## config.mk

```make
export PLATFORM = sky130hd
export DESIGN_NAME = fnd_scan_controller
export DESIGN_NICKNAME = d
export VERILOG_FILES = /design/src/rtl/fnd_pkg.sv /design/src/rtl/fnd_scan_controller_bin2bcd.sv /design/src/rtl/fnd_scan_controller.sv
export SDC_FILE = /design/constraint.sdc
export NUM_CORES = 1
export LEC_CHECK = 0
export CELL_PAD_IN_SITES_DETAIL_PLACEMENT = 2
export CELL_PAD_IN_SITES_GLOBAL_PLACEMENT = 2
export CORE_MARGIN = 4
export CORE_UTILIZATION = 42
export CTS_CLUSTER_DIAMETER = 60
export DETAILED_ROUTE_END_ITERATION = 6
export PLACE_DENSITY = 0.82
export RECOVER_POWER = 50
export SLEW_MARGIN = 40
export SYNTH_ARGS = -nofsm -noshare
export SYNTH_HDL_FRONTEND = slang
export SYNTH_SLANG_ARGS = --single-unit
```

## constraint.sdc

```tcl
create_clock -name clk -period 4.4 [get_ports clk]
set_input_delay 0.44 -clock clk [delete_from_list [all_inputs] [get_ports clk]]
set_output_delay 0.44 -clock clk [all_outputs]
set_load 0.03 [all_outputs]
```

## src/rtl/fnd_pkg.sv

```systemverilog
// fnd_pkg: segment constants and hex glyph encoder shared by the FND scan driver.
package fnd_pkg;
  localparam logic [7:0] SEG_BLANK = 8'hFF;
  localparam logic [7:0] SEG_DASH = 8'hBF;
  localparam logic [15:0][7:0] GLYPH = {
    8'h8E, 8'h86, 8'hA1, 8'hC6, 8'h83, 8'h88, 8'h90, 8'h80,
    8'hF8, 8'h82, 8'h92, 8'h99, 8'hB0, 8'hA4, 8'hF9, 8'hC0
  };
  function automatic logic [7:0] seg_encode(input logic [3:0] nibble);
    return GLYPH[nibble];
  endfunction
endpackage

```

## src/rtl/fnd_scan_controller_bin2bcd.sv

```systemverilog
// bin2bcd_seq: sequential double-dabble, one bit per cycle, sticky overflow on BCD MSB carry-out.
module bin2bcd_seq #(
  parameter int VAL_W = 14,
  parameter int NUM_DIGITS = 4
) (
  input  logic                    clk,
  input  logic                    rst,
  input  logic                    start,
  input  logic [VAL_W-1:0]        bin,
  output logic                    busy,
  output logic                    done,
  output logic [4*NUM_DIGITS-1:0] bcd,
  output logic                    ovf
);
  localparam int BW = 4 * NUM_DIGITS;
  localparam int CW = $clog2(VAL_W);
  logic          busy_q, busy_d, ovf_q, ovf_d;
  logic [CW-1:0] cnt_q, cnt_d;
  logic [VAL_W-1:0] sh_q, sh_d;
  logic [BW-1:0] bcd_q, bcd_d, adj;
  // The first iteration happens at start: adjusting an all-zero BCD is a no-op.
  always_comb begin
    adj = bcd_q;
    for (int i = 0; i < NUM_DIGITS; i++)
      adj[4*i +: 4] = bcd_q[4*i +: 4] >= 4'd5 ? bcd_q[4*i +: 4] + 4'd3 : bcd_q[4*i +: 4];
    busy_d = busy_q;
    cnt_d = cnt_q;
    sh_d = sh_q;
    bcd_d = bcd_q;
    ovf_d = ovf_q;
    if (start) begin
      busy_d = 1'b1;
      cnt_d = CW'(VAL_W - 1);
      sh_d = bin << 1;
      bcd_d = BW'(bin[VAL_W-1]);
      ovf_d = 1'b0;
    end else if (busy_q) begin
      busy_d = cnt_q != '0;
      cnt_d = cnt_q != '0 ? cnt_q - 1'b1 : cnt_q;
      sh_d = cnt_q != '0 ? sh_q << 1 : sh_q;
      bcd_d = cnt_q != '0 ? {adj[BW-2:0], sh_q[VAL_W-1]} : bcd_q;
      ovf_d = cnt_q != '0 ? ovf_q | adj[BW-1] : ovf_q;
    end
  end
  always_ff @(posedge clk or posedge rst) begin
    if (rst) begin
      busy_q <= 1'b0;
      cnt_q <= '0;
      sh_q <= '0;
      bcd_q <= '0;
      ovf_q <= 1'b0;
    end else begin
      busy_q <= busy_d;
      cnt_q <= cnt_d;
      sh_q <= sh_d;
      bcd_q <= bcd_d;
      ovf_q <= ovf_d;
    end
  end
  assign busy = busy_q;
  assign done = busy_q && cnt_q == '0;
  assign bcd = bcd_q;
  assign ovf = ovf_q;
endmodule

```

## src/rtl/fnd_scan_controller.sv

```systemverilog
// fnd_scan_controller: multiplexed 7-segment driver with decimal/hex load, pending slot,
// tear-free display register, leading-zero blanking, decimal points and overflow dash.
module fnd_scan_controller
  import fnd_pkg::*;
#(
  parameter int CLK_HZ = 100_000_000,
  parameter int SCAN_HZ = 1_000,
  parameter int NUM_DIGITS = 4,
  parameter int VAL_W = 14
) (
  input  logic                  clk,
  input  logic                  rst,
  input  logic [VAL_W-1:0]      value,
  input  logic                  value_valid,
  input  logic                  hex_mode,
  input  logic                  blank_lz,
  input  logic [NUM_DIGITS-1:0] dp_mask,
  output logic                  busy,
  output logic [7:0]            fnd_data,
  output logic [NUM_DIGITS-1:0] fnd_com
);
  localparam int DIV = CLK_HZ / SCAN_HZ;
  localparam int DW = $clog2(DIV);
  localparam int BW = 4 * NUM_DIGITS;
  localparam int XW = VAL_W > BW ? VAL_W : BW;
  localparam int IW = NUM_DIGITS > 1 ? $clog2(NUM_DIGITS) : 1;
  logic [DW-1:0]         div_q, div_d;
  logic [IW-1:0]         idx_q, idx_d;
  logic                  pend_v_q, pend_v_d, pend_hex_q, pend_hex_d;
  logic [VAL_W-1:0]      pend_val_q, pend_val_d, src_val;
  logic [BW-1:0]         dig_q, dig_d, upper, cv_bcd;
  logic                  ovf_q, ovf_d;
  logic [7:0]            data_q, data_d, seg;
  logic [NUM_DIGITS-1:0] com_q, com_d;
  logic [XW-1:0]         ext;
  logic                  tick, take, go, src_hex, cv_start, cv_busy, cv_done, cv_ovf;
  bin2bcd_seq #(.VAL_W(VAL_W), .NUM_DIGITS(NUM_DIGITS)) u_conv (
    .clk(clk), .rst(rst), .start(cv_start), .bin(src_val),
    .busy(cv_busy), .done(cv_done), .bcd(cv_bcd), .ovf(cv_ovf)
  );
  // A waiting pending entry always has priority; a strobe that cannot start refills the slot.
  always_comb begin
    tick = div_q == DW'(DIV - 1);
    div_d = tick ? '0 : div_q + 1'b1;
    idx_d = !tick ? idx_q : idx_q == IW'(NUM_DIGITS - 1) ? '0 : idx_q + 1'b1;
    take = value_valid && !cv_busy && !pend_v_q;
    go = take || (pend_v_q && !cv_busy);
    src_hex = pend_v_q ? pend_hex_q : hex_mode;
    src_val = pend_v_q ? pend_val_q : value;
    ext = XW'(src_val);
    cv_start = go && !src_hex;
    pend_v_d = (value_valid && !take) || (pend_v_q && !go);
    pend_val_d = value_valid && !take ? value : pend_val_q;
    pend_hex_d = value_valid && !take ? hex_mode : pend_hex_q;
    dig_d = cv_done ? cv_bcd : go && src_hex ? ext[BW-1:0] : dig_q;
    ovf_d = cv_done ? cv_ovf : go && src_hex ? (ext >> BW) != '0 : ovf_q;
    upper = dig_q >> {idx_q, 2'b00};
    seg = ovf_q ? SEG_DASH : blank_lz && idx_q != '0 && upper == '0 ? SEG_BLANK : seg_encode(upper[3:0]);
    data_d = tick ? {seg[7] & ~dp_mask[idx_q], seg[6:0]} : data_q;
    com_d = tick ? ~(NUM_DIGITS'(1) << idx_q) : com_q;
  end
  always_ff @(posedge clk or posedge rst) begin
    if (rst) begin
      div_q <= '0;
      idx_q <= '0;
      pend_v_q <= 1'b0;
      pend_hex_q <= 1'b0;
      pend_val_q <= '0;
      dig_q <= '0;
      ovf_q <= 1'b0;
      data_q <= SEG_BLANK;
      com_q <= '1;
    end else begin
      div_q <= div_d;
      idx_q <= idx_d;
      pend_v_q <= pend_v_d;
      pend_hex_q <= pend_hex_d;
      pend_val_q <= pend_val_d;
      dig_q <= dig_d;
      ovf_q <= ovf_d;
      data_q <= data_d;
      com_q <= com_d;
    end
  end
  assign busy = cv_busy;
  assign fnd_data = data_q;
  assign fnd_com = com_q;
endmodule

```

-- Word-level counts from Yosys, hierarchy flattened
Memories as Yosys holds them, arrays and structs flattened.
Cells that the tools add are included.
- add/subtract/negate cells: 7
- $lt $le $gt $ge: 6
- equal/unequal tests: 2
- shift operators: 2
- muxes and demuxes: 31
- bitwise logic cells: 4
- reduce and logical (&&, ||, !) cells: 25
- operators with widths (cell ; count):
    $mux W16 ; 5
    $mux W14 ; 4
    $mux W4 ; 7
    $mux W8 ; 3
    $add A17 B1 Y17 const B ; 1
    $eq A17 B17 Y1 const B ; 1
    $mux W17 ; 1
    $add A4 B2 Y4 const B ; 4
    $ge A4 B3 Y1 const B ; 4
    $logic_not A16 Y1 ; 1
    $shr A16 B4 Y16 ; 1
    $logic_and A1 B1 Y1 ; 10
    $mux W1 ; 9
    $reduce_bool A2 Y1 ; 4
    $logic_not A1 Y1 ; 5
    $lt A4 B5 Y1 const B ; 1
    $logic_not A4 Y1 ; 1
    $not A4 Y4 ; 1
    $reduce_bool A4 Y1 ; 1
    $shl A1 B2 Y4 const A ; 1
    $sub A4 B1 Y4 const B ; 1
    $lt A2 B3 Y1 const B ; 1
    $add A2 B1 Y2 const B ; 1
    $bmux W1 S2 ; 1
    7 further kinds ; 8
- flip-flop bits (word level): 100
- memory bits (read-only): 128
- bits of input ports: 23
- output and inout port bits: 13
- logic and storage cells: 92
- memories: 1
- memory list (memory ; words ; bits a word ; read ports ; clocked after Yosys merged registers in ; wr ports ; line ; text):
    (no name shown) ; 16 ; 8 ; 1 ; 0 ; 0 ; fnd_pkg.sv:10 ; return GLYPH[nibble];

-- Depth between registers and ports, before layout
Gate-level depths: netlist (run 1).
- depth after elaboration: 7
- mapped depth: 8
- depth with buffers taken out: 8

-- Hierarchy
From an unflattened synthesis (run 1), not the netlist that was laid out.
- cell total of the unflattened synthesis: 526
- area, all modules: 5466.5 µm²
- by module, submodules not included (module ; instances ; cells an instance ; area each (µm²) ; seq. area each (µm²)):
    fnd_scan_controller ; 1 ; 330 ; 3525.9 ; 1616.6
    bin2bcd_seq ; 1 ; 196 ; 1940.6 ; 875.8

-- Least setup slack after synthesis (run 1)
OpenSTA, ideal clock, no wires.
- path kind: register to register
- start: register idx_q[0]
- end: register data_q[6], in the netlist fnd_data[6]
- setup time: 0.086 ns
- data arrival time: 2.151 ns
- data required time: 4.314 ns
- slack: 2.163 ns
- stages on the path, launching flop included: 9
- buffers on the path: 1
- period minus slack after synthesis: 2.237 ns
- cell sequence: dfrtp_1 > buf_6 > mux4_1 > inv_1 > ha_1 > nand2_1 > a211oi_2 > a311oi_1 > o31ai_2
- cells in the longest elaborated chain, start to end: 5
- elaborated cells on any way between the ends: 9
- classes of those cells: shift: 1; mux: 3; reduce/logical: 4; memory: 1
- ends and longest elaborated chain (item ; line ; text):
    start, declared ; fnd_scan_controller.sv:28 ; logic [IW-1:0] idx_q, idx_d;
    start signal, assigned ; fnd_scan_controller.sv:75 ; idx_q <= idx_d;
    $shr A16 B4 Y16 or $reduce_bool A2 Y1 (tied branches) ; fnd_scan_controller.sv:57, fnd_scan_controller.sv:58 ;
    $mem_v2 Z16 W8, or another cell as far along ; n/a ;
    $mux W8 (implied by the code) or $logic_and A1 B1 Y1 (tied branches) ; fnd_pkg.sv:10, fnd_scan_controller.sv:58 ;
    $mux W8 (*) (2 in series) ; fnd_scan_controller.sv:58 ; seg = ovf_q ? SEG_DASH : blank_lz && idx_q != '0 && upper == '0 ? SEG_BLANK : seg_encode(upper[3:0]);
    end signal, assigned ; fnd_scan_controller.sv:81 ; data_q <= data_d;
    end, declared ; fnd_scan_controller.sv:33 ; logic [7:0] data_q, data_d, seg;
Mark *: on every way between the ends. The rest lies on a longest branch, timed or not. The select of a mux whose other input is x is not followed.
A chain may end at the register's enable or synchronous reset.

-- Worst setup path after layout (run 1)
- start: register pend_v_q
- end: register u_conv.bcd_q[7], in the netlist u_conv.bcd[7]
- cells in the longest elaborated chain, start to end: 6
- elaborated cells on any way between the ends: 11
- classes of those cells: mux: 2; reduce/logical: 9
- ends and longest elaborated chain (item ; line ; text):
    start, declared ; fnd_scan_controller.sv:29 ; logic pend_v_q, pend_v_d, pend_hex_q, pend_hex_d;
    start signal, assigned ; fnd_scan_controller.sv:76 ; pend_v_q <= pend_v_d;
    $logic_not A1 Y1 ; fnd_scan_controller.sv:46 ; take = value_valid && !cv_busy && !pend_v_q;
    $logic_and A1 B1 Y1 ; fnd_scan_controller.sv:46 ;
    $logic_or A1 B1 Y1 ; fnd_scan_controller.sv:47 ; go = take || (pend_v_q && !cv_busy);
    $logic_and A1 B1 Y1 (*) ; fnd_scan_controller.sv:51 ; cv_start = go && !src_hex;
    $reduce_bool A2 Y1 (no source line) ; n/a ;
    $reduce_and A2 Y1 (no source line) ; n/a ;
    end signal, assigned ; fnd_scan_controller_bin2bcd.sv:50 ; bcd_q <= '0;
    end signal, assigned ; fnd_scan_controller_bin2bcd.sv:56 ; bcd_q <= bcd_d;
    end, declared ; fnd_scan_controller_bin2bcd.sv:20 ; logic [BW-1:0] bcd_q, bcd_d, adj;
Mark *: on every way between the ends. The rest lies on a longest branch, timed or not.

==> impl_metrics.prom, run 1 <==
# TYPE chip_impl_metric gauge
chip_impl_info{name="run_status",value="complete, no violations"} 1
chip_impl_metric{name="layout_min_cycle_time",unit="ns"} 2.873
chip_impl_info{name="hold_path.class",value="register to register"} 1
chip_impl_metric{name="critPathArrivalTime",unit="ns"} 3.17
chip_impl_metric{name="critical_path_required",unit="ns"} 4.70
chip_impl_metric{name="antenna_cells",unit=""} 0
chip_impl_info{name="layout_commonest_cell",value="sky130_fd_sc_hd__dfrtp_1"} 1
chip_impl_metric{name="grt_pass1_wl",unit="mm"} 24.44
chip_impl_metric{name="drt_pass1_iterations",unit=""} 4
chip_impl_metric{name="drive_above_1_share",unit="%"} 11.69
chip_impl_metric{name="cts_inserted_buffers",unit=""} 9
chip_impl_metric{name="fp.dieArea",unit="um^2"} 14250
chip_impl_metric{name="floorplan.initialDensity",unit="%"} 43.20
chip_impl_metric{name="postCtsHoldBufs",unit=""} 0
chip_impl_metric{name="period_share",unit="%"} 65.31
chip_impl_metric{name="detailedRoute.firstIterationViolations",unit=""} 229
chip_impl_metric{name="yosys_warnings",unit=""} 0
chip_impl_metric{name="synth-edff-count",unit=""} 0
chip_impl_metric{name="clk_pin_slew_worst_paths",unit="ns"} 0.07
chip_impl_metric{name="layout-area-overhead-vs-synth",unit="%"} 15.01
chip_impl_metric{name="postLayoutCellArea",unit="um^2"} 5992
chip_impl_metric{name="grt_pass1_vias",unit=""} 4421
chip_impl_metric{name="ir_worst_vdd",unit="V"} 0.0003623
chip_impl_metric{name="antenna_violating_nets_post_route",unit=""} 0
chip_impl_info{name="cts_tree",value="done"} 1
chip_impl_metric{name="async_flop_share",unit="%"} 100.0
chip_impl_metric{name="grt_max_degree",unit=""} 80
chip_impl_info{name="most_frequent_cells_in_the_layout",value="87 x sky130_fd_sc_hd__dfrtp_1, 64 x sky130_fd_sc_hd__nand2_1, 53 x sky130_fd_sc_hd__o21ai_0, 35 x sky130_fd_sc_hd__nor2_1, 34 x sky130_fd_sc_hd__clkdlybuf4s50_1"} 1
chip_impl_metric{name="numPortBuffers",unit=""} 35
chip_impl_metric{name="fillerInstances",unit=""} 1245
chip_impl_info{name="post_synth_main_area_contributors",value="sky130_fd_sc_hd__dfrtp_1 42%, sky130_fd_sc_hd__dfstp_2 6.1%, sky130_fd_sc_hd__o21ai_0 5.1%"} 1
chip_impl_metric{name="share_of_synthesized_area_occupied_by_flip_flops_and_latches",unit="%"} 47.84
chip_impl_metric{name="globalplace.congestion",unit=""} 0.8221
chip_impl_metric{name="global_route.usage.total",unit="%"} 21.85
chip_impl_metric{name="die_height",unit="um"} 119.4
chip_impl_info{name="clockRootBuffer",value="sky130_fd_sc_hd__clkbuf_16"} 1
chip_impl_metric{name="finalHoldViolations",unit=""} 0
chip_impl_metric{name="setup_bufs_post_cts",unit=""} 0
chip_impl_metric{name="slew_viol_final",unit=""} 0
chip_impl_info{name="postSynth.topFlopCell",value="sky130_fd_sc_hd__dfrtp_1"} 1
chip_impl_metric{name="wire_per_inst",unit="um"} 21.17
chip_impl_metric{name="power_density",unit="nW/um^2"} 613.0
chip_impl_metric{name="maxSlewHeadroom",unit="%"} 20.31
chip_impl_metric{name="dpl.hpwl",unit="mm"} 10.56
chip_impl_metric{name="grt_antenna_before_repair",unit=""} 0
chip_impl_metric{name="detailed_place.area",unit="um^2"} 5705
chip_impl_metric{name="finClkSkew",unit="ns"} 0.01147
chip_impl_metric{name="die_x",unit="um"} 119.4
chip_impl_metric{name="setup_total_negative_slack",unit="ns"} 0
chip_impl_info{name="worstSetupEndpointType",value="register"} 1
chip_impl_metric{name="post_drt_via_cell_ratio",unit=""} 5.653
chip_impl_metric{name="number_of_library_cell_types_mapped_by_synthesis",unit=""} 51
chip_impl_metric{name="number_of_gates_resized_after_cts",unit=""} 0
chip_impl_metric{name="syn_area",unit="um^2"} 5210
chip_impl_metric{name="count_of_maximum_capacitance_violations",unit=""} 0
chip_impl_metric{name="routed-via-count",unit=""} 3997
chip_impl_metric{name="mappedNetlistNets",unit=""} 551
chip_impl_info{name="cp-start-kind",value="register"} 1
chip_impl_metric{name="cts_max_level",unit=""} 3
chip_impl_metric{name="clk-insertion-delay-late",unit="ns"} 0.36
chip_impl_info{name="cell_accounting_for_the_most_synthesized_area",value="sky130_fd_sc_hd__dfrtp_1"} 1
chip_impl_info{name="unrepaired_setup_endpoints_after_global_routing",value="false"} 1
chip_impl_metric{name="io_pins",unit=""} 36
chip_impl_metric{name="tightest_slew",unit="ns"} 1.195
chip_impl_metric{name="drcViolationCount",unit=""} 0
chip_impl_metric{name="coreArea",unit="um^2"} 12060
chip_impl_metric{name="total_length_of_routed_wires",unit="mm"} 14.97
chip_impl_metric{name="clock_sinks",unit=""} 99
chip_impl_metric{name="ys_ff_latch",unit=""} 99
chip_impl_metric{name="final_nets",unit=""} 578
chip_impl_metric{name="worstPathMaxFanout",unit=""} 33
chip_impl_metric{name="rows",unit=""} 40
chip_impl_metric{name="grt_overflow",unit=""} 0
chip_impl_metric{name="mean_syn_cell_area",unit="um^2"} 10.28
chip_impl_metric{name="timing.fmax",unit="MHz"} 348.0
chip_impl_metric{name="leakage",unit="nW"} 2.629
chip_impl_info{name="crit_type",value="register to register"} 1
chip_impl_metric{name="postSynthCellCount",unit=""} 507
chip_impl_metric{name="synth_top_area_share",unit="%"} 41.79
chip_impl_metric{name="report.final.setup_viol",unit=""} 0
chip_impl_metric{name="ctsLongestPathBuffers",unit=""} 2
[per-layer routing]
layer | part of all wire (%) | up-vias | routed length (um) | global-route usage (%)
met2 | 52 | 54 | 7789 | 38.71
li1 | - | 1844 | - | -
met1 | 45 | 2089 | 6694 | 27.49
met5 | 0 | - | 0 | 0
met4 | 0.96 | 0 | 144 | 5.941
met3 | 2.3 | 10 | 338 | 3.799
[cells in the mapped netlist (all sizes together), types with 5 or more instances]
| library cell | number |
|---|---|
| nor3 | 6 |
| a221o | 11 |
| nor2 | 35 |
| o21ai | 54 |
| ha | 21 |
| xor2 | 8 |
| buf | 13 |
| dfrtp | 87 |
| clkbuf | 13 |
| nor2b | 11 |
| a21oi | 17 |
| nand2b | 9 |
| mux4 | 8 |
| nor3b | 5 |
| inv | 17 |
| nand3 | 17 |
| nand2 | 65 |
| o31ai | 6 |
| mux2i | 15 |
| mux2 | 18 |
| xnor2 | 12 |
| dfstp | 12 |
[worst max-delay path, cell delays in order (launching register included)]
cell                       delay, ns
sky130_fd_sc_hd__dfrtp_1        0.96
sky130_fd_sc_hd__nor3b_1        0.18
sky130_fd_sc_hd__o21bai_2       0.18
sky130_fd_sc_hd__buf_4          0.37
sky130_fd_sc_hd__and2_1         0.48
sky130_fd_sc_hd__inv_1          0.26
sky130_fd_sc_hd__o31ai_1        0.18
sky130_fd_sc_hd__a32o_1         0.19
[final timing paths]
kind | start | end | slack (ns) | cells after the start
min | fnd_com[3] | fnd_com[3] | 0.48 | 2
max in group asynchronous | rst | pend_val_q[7] | 2.13 | 3
min reg2reg | fnd_com[3] | fnd_com[3] | 0.48 | 2
max | pend_v_q | u_conv.bcd[7] | 1.53 | 7
min in group asynchronous | rst | pend_val_q[4] | 0.69 | 2
max reg2reg | pend_v_q | u_conv.bcd[7] | 1.53 | 7
[area by class of cell]
| class | count | area (um^2) | area share (%) |
|---|---|---|---|
| clock buffer | 12 | 236.5 | 3.947 |
| tap | 168 | 210.2 | 3.508 |
| sequential | 99 | 2492 | 41.60 |
| inverter | 17 | 71.32 | 1.190 |
| multi-input combinational | 365 | 2531 | 42.24 |
| timing repair buffer | 42 | 399.1 | 6.661 |
| clock inverter | 4 | 51.30 | 0.8561 |
[report_power, final]
group          leakage, nW  total (mW)  internal, mW  switching, mW
Sequential            1.21        1.51          1.16          0.343
Combinational         1.28        1.38         0.611          0.768
Clock                0.137       0.788         0.442          0.347
[logic make-up (layout without fill, tap and decap cells)]
logic type | after synthesis | count (layout) | share of synthesized area [%]
AOI/OAI and AO/OA | 111 | 111 | 13.69
xor gates and xnor gates | 20 | 20 | 3.362
adders and majority gates | 22 | 22 | 5.235
buffers and inverters | 43 | 75 | 3.794
DFF | 99 | 99 | 47.84
muxes | 41 | 41 | 10.45
and+or+nand+nor | 171 | 171 | 15.63
[per-stage QoR]
| step | cells | hold slack (ns) | power, mW | worst slack [ns] | util (%) |
|---|---|---|---|---|---|
| floorplan | 507 | 0.4425 | 2.397 | 1.389 | - |
| global placement | 691 | 0.4496 | 2.713 | 1.870 | 47.28 |
| detailed placement | 691 | 0.4585 | 2.866 | 1.619 | 47.30 |
| CTS | 707 | 0.4821 | 3.705 | 1.524 | 49.69 |
| global route | 707 | 0.5087 | 3.939 | 1.319 | 49.68 |
| finish | 707 | 0.4778 | 3.673 | 1.527 | 49.68 |
[registers in the layout (all words and copies together), names as in the netlist]
name	cells
u_conv.bcd	16
pend_val_q	14
fnd_data	8
u_conv.busy	1
pend_hex_q	1
fnd_com	4
u_conv.cnt_q	4
div_q	17
pend_v_q	1
u_conv.ovf	1
dig_q	16
ovf_q	1
u_conv.sh_q	13
idx_q	2
Note: power is estimated with default switching activity, not from simulation.
==> run 2, diff against run 1 <==
CORE_UTILIZATION = 39   (was 42)
PLACE_DENSITY = 0.76   (was 0.82)
clock period = 2.8 ns   (was 4.4 ns; I/O delays follow)
==> run 2 against run 1 <==
- clock power increased by 55%
- total power increased by 55%
- non-clock buffer count increased by 7
- worst setup slack got worse by 1.2 ns
- register-to-register slack got worse by 1.2 ns
- sequential power increased by 51%
- hold slack improved by 0.0070 ns
- cell count increased by 1.6%
- clock skew decreased by 0.0032 ns
- global-route usage decreased by 1.5 points
- sequential share of layout area decreased by 0.35 points
- largest cell class unchanged
- core utilization decreased by 2.6 points
==> impl_metrics.prom, run 2 (synthesis gave the netlist of run 1 again) <==
# TYPE chip_impl_metric gauge
chip_impl_info{name="run_status",value="complete, no violations"} 1
chip_impl_metric{name="power_density",unit="nW/um^2"} 942.1
chip_impl_metric{name="coreArea",unit="um^2"} 12820
chip_impl_info{name="timing.critical_path.slowest_stage_cell",value="sky130_fd_sc_hd__mux4_1"} 1
chip_impl_metric{name="wire_per_inst",unit="um"} 20.13
chip_impl_metric{name="number_of_buffer_and_inverter_instances_along_the_worst_setup_path",unit=""} 1
chip_impl_metric{name="layout_min_cycle_time",unit="ns"} 2.447
chip_impl_metric{name="worstPathMaxFanout",unit=""} 5
chip_impl_metric{name="count_of_maximum_capacitance_violations",unit=""} 0
chip_impl_metric{name="layoutNonFillerInstCount",unit=""} 718
chip_impl_metric{name="setup_bufs_post_cts",unit=""} 0
chip_impl_metric{name="globalplace.congestion",unit=""} 0.7962
chip_impl_metric{name="leakage",unit="nW"} 2.657
chip_impl_metric{name="netSwitchingFraction",unit="%"} 39.31
chip_impl_metric{name="total_length_of_routed_wires",unit="mm"} 14.45
chip_impl_metric{name="clk-insertion-delay-late",unit="ns"} 0.35
chip_impl_metric{name="drcViolationCount",unit=""} 0
chip_impl_metric{name="cts_inserted_buffers",unit=""} 9
chip_impl_metric{name="intPower",unit="mW"} 3.455
chip_impl_metric{name="tightest_slew",unit="ns"} 1.304
chip_impl_metric{name="io_pins",unit=""} 36
chip_impl_metric{name="finClkSkew",unit="ns"} 0.008265
chip_impl_metric{name="drt_pass1_iterations",unit=""} 4
chip_impl_info{name="max_flop_register",value="div_q"} 1
chip_impl_metric{name="fp.dieArea",unit="um^2"} 15270
chip_impl_info{name="clockRootBuffer",value="sky130_fd_sc_hd__clkbuf_16"} 1
chip_impl_metric{name="period_share",unit="%"} 87.38
chip_impl_metric{name="finalHoldViolations",unit=""} 0
chip_impl_metric{name="critical_path_required",unit="ns"} 3.06
chip_impl_metric{name="routed-via-count",unit=""} 3992
chip_impl_metric{name="layout-area-overhead-vs-synth",unit="%"} 15.99
chip_impl_metric{name="crit_path_max_incr_delay",unit="ns"} 0.68
chip_impl_metric{name="die_height",unit="um"} 123.6
chip_impl_metric{name="numPortBuffers",unit=""} 35
chip_impl_metric{name="worst-r2r-setup-slack",unit="ns"} 0.35
chip_impl_metric{name="rows",unit=""} 41
chip_impl_metric{name="floorplan.initialDensity",unit="%"} 40.62
chip_impl_metric{name="slew_viol_final",unit=""} 0
chip_impl_metric{name="global_route.usage.total",unit="%"} 20.35
chip_impl_metric{name="report.final.setup_viol",unit=""} 0
chip_impl_metric{name="grt_max_degree",unit=""} 41
chip_impl_metric{name="critPathArrivalTime",unit="ns"} 2.71
chip_impl_metric{name="setup_total_negative_slack",unit="ns"} 0
chip_impl_metric{name="ctsLongestPathBuffers",unit=""} 2
chip_impl_metric{name="drive_above_1_share",unit="%"} 13.37
chip_impl_metric{name="post_drt_via_cell_ratio",unit=""} 5.560
chip_impl_metric{name="power.share.clock",unit="%"} 21.5
chip_impl_info{name="cts_tree",value="done"} 1
chip_impl_metric{name="cts_max_level",unit=""} 3
chip_impl_metric{name="grt_antenna_before_repair",unit=""} 0
chip_impl_metric{name="grt_overflow",unit=""} 0
chip_impl_metric{name="number_of_gates_resized_after_cts",unit=""} 0
chip_impl_metric{name="postCtsHoldBufs",unit=""} 0
chip_impl_metric{name="share_comb_of_total_power",unit="%"} 38.5
chip_impl_metric{name="clock_sinks",unit=""} 99
chip_impl_metric{name="net_sw_power",unit="mW"} 2.238
chip_impl_info{name="cp-start-kind",value="register"} 1
chip_impl_info{name="unrepaired_setup_endpoints_after_global_routing",value="false"} 1
chip_impl_info{name="crit_type",value="register to register"} 1
chip_impl_info{name="crit_chain",value="mux4_1, inv_1, ha_1, nand2_1, a211oi_2, a311oi_1, o31ai_2"} 1
chip_impl_info{name="critPathTopFamily",value="compound AO/OA/AOI/OAI gates"} 1
chip_impl_metric{name="antenna_violating_nets_post_route",unit=""} 0
chip_impl_info{name="hold_path.class",value="register to register"} 1
chip_impl_info{name="layout_commonest_cell",value="sky130_fd_sc_hd__dfrtp_1"} 1
chip_impl_metric{name="largest_register_ffs",unit=""} 17
chip_impl_metric{name="power.sequential.fraction",unit="%"} 40.0
chip_impl_info{name="worstSetupEndpointType",value="register"} 1
chip_impl_metric{name="antenna_cells",unit=""} 0
chip_impl_metric{name="grt_pass1_vias",unit=""} 4484
chip_impl_metric{name="final_nets",unit=""} 585
chip_impl_info{name="most_frequent_cells_in_the_layout",value="87 x sky130_fd_sc_hd__dfrtp_1, 65 x sky130_fd_sc_hd__nand2_1, 54 x sky130_fd_sc_hd__o21ai_0, 35 x sky130_fd_sc_hd__nor2_1, 34 x sky130_fd_sc_hd__clkdlybuf4s50_1"} 1
chip_impl_metric{name="grt_pass1_wl",unit="mm"} 23.90
chip_impl_metric{name="maxSlewHeadroom",unit="%"} 12.61
chip_impl_metric{name="detailedRoute.firstIterationViolations",unit=""} 213
chip_impl_metric{name="die_x",unit="um"} 123.6
chip_impl_metric{name="clk_pin_slew_worst_paths",unit="ns"} 0.07
chip_impl_metric{name="timing.fmax",unit="MHz"} 408.7
chip_impl_metric{name="dpl.hpwl",unit="mm"} 10.35
chip_impl_metric{name="post-place-cells",unit=""} 702
chip_impl_metric{name="ir_worst_vdd",unit="V"} 0.0006145
==> run 2: changes by cell type in the layout (fill, tap and decap cells not counted), sizes merged <==
cell,change
buf,+6
clkinvlp,+3
clkinv,-1
bufinv,-1
==> run 2: routing by layer <==
| layer | GRT usage, % | wire (um) |
|---|---|---|
| met5 | 0 | 0 |
| met4 | 4.360 | 163 |
| met1 | 26.70 | 6562 |
| met3 | 4.541 | 434 |
| met2 | 34.57 | 7290 |
==> run 2: worst paths after layout <==
kind                                 start             end  cells after the start
worst max register to register    idx_q[0]     fnd_data[6]                      7
min in group asynchronous              rst   pend_val_q[4]                      2
worst min-delay path            fnd_com[0]      fnd_com[0]                      2
worst min register to register  fnd_com[0]      fnd_com[0]                      2
worst max-delay path              idx_q[0]     fnd_data[6]                      7
max in group asynchronous              rst  u_conv.bcd[15]                      3
==> run 2: cell type report <==
cell class / count / area [um^2]
repair buffers: 49 / 450.4
clock inverters: 5 / 36.28
multi-input cells: 365 / 2529
flip-flops and latches: 99 / 2492
inverters: 17 / 67.56
well taps: 172 / 215.2
fillers: 1332 / 6782
clock buffers: 11 / 252.7
==> run 2: worst min-delay path, stage by stage, from the launching register on <==
cell	delay (ns)
sky130_fd_sc_hd__dfstp_2	0.37
sky130_fd_sc_hd__nand2_1	0.04
sky130_fd_sc_hd__o21ai_0	0.07
==> run 2: power groups by stage <==
stage / registers, mW / logic, mW / clock network, mW
after floorplan: 2.11 / 1.66 / 0
after global placement: 2.26 / 2.05 / 0
after detailed placement: 2.29 / 2.19 / 0
after CTS: 2.28 / 2.23 / 1.26
after global routing: 2.35 / 2.49 / 1.33
final: 2.28 / 2.19 / 1.22
==> run 2: through the flow <==
stage               hold slack (ns)  power (mW)  cell area, um^2  setup WS, ns  utilization (%)
detailed placement           0.4735       4.474             5787        0.4681            45.12
CTS                          0.4026       5.771             6076        0.3327            47.38
finish                       0.4848       5.694             6043        0.3535            47.12
floorplan                    0.4306       3.766             5214        0.5626                -
global route                 0.4940       6.168             6043        0.1729            47.12
global placement             0.4483       4.317             5787        0.5606            45.12
